### src/rtl/alu_issue_stage.sv
// rtl/alu_issue_stage.sv - command FIFO, EX register and result register around an external 8-bit ALU
module alu_issue_stage #(
    parameter int FIFO_DEPTH = 4
) (
    input  logic       clk,
    input  logic       reset,
    input  logic       cmd_valid,
    output logic       cmd_ready,
    input  logic [3:0] cmd_op,
    input  logic [7:0] cmd_a,
    input  logic [7:0] cmd_b,
    input  logic       cmd_use_acc,
    input  logic       acc_clr,
    output logic [7:0] alu_a,
    output logic [7:0] alu_b,
    output logic [3:0] alu_sel,
    input  logic [7:0] alu_out,
    input  logic       alu_carry,
    output logic       res_valid,
    input  logic       res_ready,
    output logic [7:0] res_data,
    output logic       res_carry,
    output logic       res_divz,
    output logic [7:0] acc
);
    localparam int PW = (FIFO_DEPTH > 1) ? $clog2(FIFO_DEPTH) : 1;
    localparam int CW = PW + 1;
    localparam int EW = 21;

    logic [FIFO_DEPTH-1:0][EW-1:0] fifo_mem_q, fifo_mem_d;
    logic [PW-1:0] wr_ptr_q, wr_ptr_d;
    logic [PW-1:0] rd_ptr_q, rd_ptr_d;
    logic [CW-1:0] count_q, count_d;

    logic       ex_valid_q, ex_valid_d;
    logic [7:0] alu_a_q, alu_a_d;
    logic [7:0] alu_b_q, alu_b_d;
    logic [3:0] alu_sel_q, alu_sel_d;

    logic       res_valid_q, res_valid_d;
    logic [7:0] res_data_q, res_data_d;
    logic       res_carry_q, res_carry_d;
    logic       res_divz_q, res_divz_d;
    logic [7:0] acc_q, acc_d;

    logic          fifo_full, fifo_empty;
    logic          push, pop, capture, ex_adv;
    logic [EW-1:0] head;
    logic          head_use_acc;
    logic [3:0]    head_op;
    logic [7:0]    head_a, head_b;
    logic          ex_div_zero;
    logic [7:0]    eff_data;
    logic          eff_carry, eff_divz;

    assign fifo_full  = (count_q == CW'(FIFO_DEPTH));
    assign fifo_empty = (count_q == '0);
    assign cmd_ready  = !fifo_full && !reset;
    assign push       = cmd_valid && cmd_ready;

    // EX frees up either by being empty or by handing off to the result register.
    assign capture = ex_valid_q && (!res_valid_q || res_ready);
    assign ex_adv  = !ex_valid_q || capture;
    assign pop     = !fifo_empty && ex_adv;

    assign head = fifo_mem_q[rd_ptr_q];
    assign {head_use_acc, head_op, head_a, head_b} = head;

    // Divide by zero overrides whatever the ALU drives.
    always_comb begin
        ex_div_zero = (alu_sel_q == 4'd3) && (alu_b_q == 8'd0);
        if (ex_div_zero) begin
            eff_data  = 8'hFF;
            eff_carry = 1'b0;
            eff_divz  = 1'b1;
        end else begin
            eff_data  = alu_out;
            eff_carry = (alu_sel_q == 4'd0) && alu_carry;
            eff_divz  = 1'b0;
        end
    end

    always_comb begin
        fifo_mem_d = fifo_mem_q;
        wr_ptr_d   = wr_ptr_q;
        rd_ptr_d   = rd_ptr_q;
        count_d    = count_q;
        if (push) begin
            fifo_mem_d[wr_ptr_q] = {cmd_use_acc, cmd_op, cmd_a, cmd_b};
            wr_ptr_d             = wr_ptr_q + PW'(1);
        end
        if (pop) begin
            rd_ptr_d = rd_ptr_q + PW'(1);
        end
        case ({push, pop})
            2'b10:   count_d = count_q + CW'(1);
            2'b01:   count_d = count_q - CW'(1);
            default: count_d = count_q;
        endcase
    end

    // A loading behind a valid EX chains off that EX result, not the stale acc.
    always_comb begin
        ex_valid_d = ex_valid_q;
        alu_a_d    = alu_a_q;
        alu_b_d    = alu_b_q;
        alu_sel_d  = alu_sel_q;
        if (pop) begin
            ex_valid_d = 1'b1;
            alu_a_d    = head_use_acc ? (ex_valid_q ? eff_data : acc_q) : head_a;
            alu_b_d    = head_b;
            alu_sel_d  = head_op;
        end else if (capture) begin
            ex_valid_d = 1'b0;
        end
    end

    always_comb begin
        res_valid_d = res_valid_q && !res_ready;
        res_data_d  = res_data_q;
        res_carry_d = res_carry_q;
        res_divz_d  = res_divz_q;
        acc_d       = acc_q;
        if (capture) begin
            res_valid_d = 1'b1;
            res_data_d  = eff_data;
            res_carry_d = eff_carry;
            res_divz_d  = eff_divz;
            acc_d       = eff_data;
        end else if (acc_clr) begin
            acc_d = 8'd0;
        end
    end

    always_ff @(posedge clk) begin
        if (reset) begin
            fifo_mem_q  <= '0;
            wr_ptr_q    <= '0;
            rd_ptr_q    <= '0;
            count_q     <= '0;
            ex_valid_q  <= 1'b0;
            alu_a_q     <= 8'd0;
            alu_b_q     <= 8'd0;
            alu_sel_q   <= 4'd0;
            res_valid_q <= 1'b0;
            res_data_q  <= 8'd0;
            res_carry_q <= 1'b0;
            res_divz_q  <= 1'b0;
            acc_q       <= 8'd0;
        end else begin
            fifo_mem_q  <= fifo_mem_d;
            wr_ptr_q    <= wr_ptr_d;
            rd_ptr_q    <= rd_ptr_d;
            count_q     <= count_d;
            ex_valid_q  <= ex_valid_d;
            alu_a_q     <= alu_a_d;
            alu_b_q     <= alu_b_d;
            alu_sel_q   <= alu_sel_d;
            res_valid_q <= res_valid_d;
            res_data_q  <= res_data_d;
            res_carry_q <= res_carry_d;
            res_divz_q  <= res_divz_d;
            acc_q       <= acc_d;
        end
    end

    assign alu_a     = alu_a_q;
    assign alu_b     = alu_b_q;
    assign alu_sel   = alu_sel_q;
    assign res_valid = res_valid_q;
    assign res_data  = res_data_q;
    assign res_carry = res_carry_q;
    assign res_divz  = res_divz_q;
    assign acc       = acc_q;

endmodule

### config.mk
export PLATFORM = sky130hd
export DESIGN_NAME = alu_issue_stage
export DESIGN_NICKNAME = d
export VERILOG_FILES = /design/src/rtl/alu_issue_stage.sv
export SDC_FILE = /design/constraint.sdc
export NUM_CORES = 1
export LEC_CHECK = 0
export CAP_MARGIN = 25
export CORE_UTILIZATION = 59
export CTS_CLUSTER_DIAMETER = 60
export CTS_CLUSTER_SIZE = 10
export DETAILED_ROUTE_END_ITERATION = 7
export PLACE_DENSITY = 0.82
export REMOVE_ABC_BUFFERS = 1
export SKIP_CTS_REPAIR_TIMING = 1
export SLEW_MARGIN = 30
export SYNTH_ARGS = -nofsm -noshare
export SYNTH_HDL_FRONTEND = slang
export SYNTH_SLANG_ARGS = --single-unit
### constraint.sdc
create_clock -name clk -period 4.22 [get_ports clk]
set_input_delay 0.844 -clock clk [delete_from_list [all_inputs] [get_ports clk]]
set_output_delay 0.844 -clock clk [all_outputs]
set_load 0.1 [all_outputs]
==> impl_results.md <==
* Outcome: complete, but fails checks
* Failing checks: DRC
* Arrival @ worst endpoint at roughly 2.1 ns
* Layout cell share with drive strength beyond 1 at 0.1088
* Buf/Inv on CP at 1
* Area grow syn2layout at 22.28%
* CTS tree: built
* Worst Tran Pin Value at just under 1 ns
* Seq/Total Area, Yosys at 0.4685
* Routed WL at roughly 12000 um
* Starting density of the core at 0.6087
* Hold path cells at 2
* Unique masters post-synth at 36
* Max transition margin at 0.3392
* Post-Syn Area per Cell at about 10 um2
* Tmin final at 2.935 ns
* Total gr overflow at 0
* Clock buffer count from CTS at 17
* Clk pin slew, worst setup/hold paths at ~0.070 ns
* Leakage at 3.055 nW
* Average wire per standard cell at roughly 17 um
* Post-route ant nets at 0
* Asr flop ratio synth at 0
* #FFs+latches synth at between 100 and 150
* IO Pins at 75
* CP max stage delay at between 1 and 1.5 ns
* Die X at 99.41 um
* Skew final at between 0.009 and 0.01 ns
* CTS Root Cell: clkbuf_8
* Post-synth top area cell: dfxtp_1
* Synth warn at 0
* IO buf count at 74
* Layout Nets at around 640
* R2R Setup Slk at 1.64 ns
* Drc violations at 2
* TNS Setup at 0 ns
* Max-cap viol count at 0
* Initial antenna violation count at 0
* Die Y-Extent at around 100 um
* Final Power at between 4 and 5 mW
* CP max stage cell: clkdlybuf4s50_1
* Setup crit end kind: primary output
* EDFF count, synth at 0
* First-pass iteration count of the detailed router at 8
* Slew Viols, Final at 0
* Final Cycle Share at 0.6955
* Hold Path Class: register to register
* Worst Setup SP: alu_sel[2]
* Ranking of synthesized cells by area: dfxtp_1 47%, mux2i_1 15%, mux4_2 8.0%
* Min-Delay Startpoint: res_carry
* Crit path required time at between 3 and 4 ns
* Hold_ws at between 0.4 and 0.5 ns
* GRT Total Usage at 0.2701
* Crit Path Max Fanout at 4
* Clock Sink Count at approximately 130
* Setup Viol. Count Final at 0
* Largest net degree at the start of global routing at 123
* Routability Congestion at 0.7576
* Clock Latency Late Sink at between 0.5 and 0.6 ns
* Number of global-route vias before repair at ~4200
* Startpoint Class: register
* DR vias at between 4000 and 5000
* Fin. Hold Viols at 0
* Global-route wire length before repair at 20590 um
* FMAX at roughly 0.34 GHz
* CP top delay family: buffers and inverters
* Maximum clock path buffer count at 2
* Std cell rows at 35
* Ys flop type: dfxtp_1
* RR Endpoint: count_q[2]
* 1st-iter DRT viols at 222
* Endpoint, Worst Hold: res_carry
* Top cell type's share of synthesized area at 0.4685
* Crit-path cells: clkdlybuf4s50_1
* Unrepaired setup endpoints after global routing: false
* Post-Synthesis Cells at between 500 and 600
* Critical setup path kind: register to primary output
* Die area at just under 0.01 mm2
* Mapped Area at 0.005598 mm2
* Hpwl dp at 7651 um
* Power Density at 608.4 mW/mm2
* R2R Path Start: ex_valid_q
* Peak VDD IR at between 0.3 and 0.4 mV
* Path depth of the worst reg2reg path at 9
* Avg Vias per Cell at 5.768
* Diode count at 0
* H-tree levels at 4
* Area of the core at a little over 0.009 mm2
-- stage by stage --
step / cells / util / setup slack (ns) / cell area [um2]
3_3_place_gp: 695 / 0.6804 / 0.9682 / 6257
4_1_cts: 727 / 0.7444 / 1.278 / 6845
6_report: 727 / 0.7444 / 1.285 / 6845
3_5_place_dp: 695 / 0.6808 / 0.8987 / 6261
2_1_floorplan: 506 / - / 1.386 / 5353
5_1_grt: 727 / 0.7444 / 1.204 / 6845
-- power breakdown --
group | internal [mW] | switching, mW | total [mW]
registers | 1.35 | 0.118 | 1.47
logic | 0.392 | 0.860 | 1.25
clock network | 0.859 | 0.586 | 1.44
-- worst max path at each step --
stage                     slack (ns)          to  depth (start not counted)
after CTS                       1.28  alu_sel[1]                          1
after global routing            1.20  count_q[2]                         10
final                           1.28  alu_sel[2]                          1
after detailed placement        0.90  count_q[2]                         10
after floorplan                 1.39  count_q[2]                          9
after global placement          0.97  count_q[2]                         10
-- metal layers --
metal / track usage / vias to the layer above / routed length [um]
met5: 0 / - / 0
met4: 0.1324 / 0 / 301
met3: 0.05973 / 31 / 680
met2: 0.4637 / 162 / 6282
met1: 0.3210 / 1989 / 5221
li1: - / 2011 / -
-- cell type report --
cell class | instances | area (um2)
multi-input cells | 352 | 2644
flip-flops and latches | 131 | 2623
fillers | 611 | 2351
repair buffers | 78 | 769.5
clock buffers | 17 | 414.1
clock inverters | 15 | 170.2
well taps | 111 | 138.9
inverters | 23 | 86.33
-- cells by family after synthesis --
logic type               after synthesis  share of synthesized area
AO/OA/AOI/OAI                         74                    0.07823
XOR/XNOR                               5                   0.007824
adder cells (fa/ha/maj)                6                    0.01475
buffers and inverters                 62                    0.05923
flip-flops                           131                     0.4685
multiplexers                         105                     0.2354
AND/OR/NAND/NOR                      162                     0.1361
-- flip-flops by register name, indices dropped and copies added (netlist names), 2 cells and up --
signal      flops
fifo_mem_q     84
acc             8
wr_ptr_q        2
res_data        8
alu_a           8
alu_sel         4
rd_ptr_q        2
count_q         3
alu_b           8
-- synth_stat cells, types with 8 or more instances --
cell type and n:
dfxtp_1 131, nor2_1 92, mux2i_1 84, nand2_1 38, a21oi_1 33, mux4_2 20, clkbuf_1 19, inv_1 18
o21ai_1 16, buf_6 11, nand3b_1 9, a31oi_1 8, o221a_1 8
-- cells in the final DEF (no fill, tap or decap), types with 16 or more instances in the layout --
cell type,n
inv_1,18
mux2i_1,84
nand2_1,38
nor2_1,92
dfxtp_1,131
mux4_2,20
clkbuf_16,16
o21ai_1,16
a21oi_1,33
clkdlybuf4s50_1,72
Note: power is estimated with default switching activity, not from simulation.
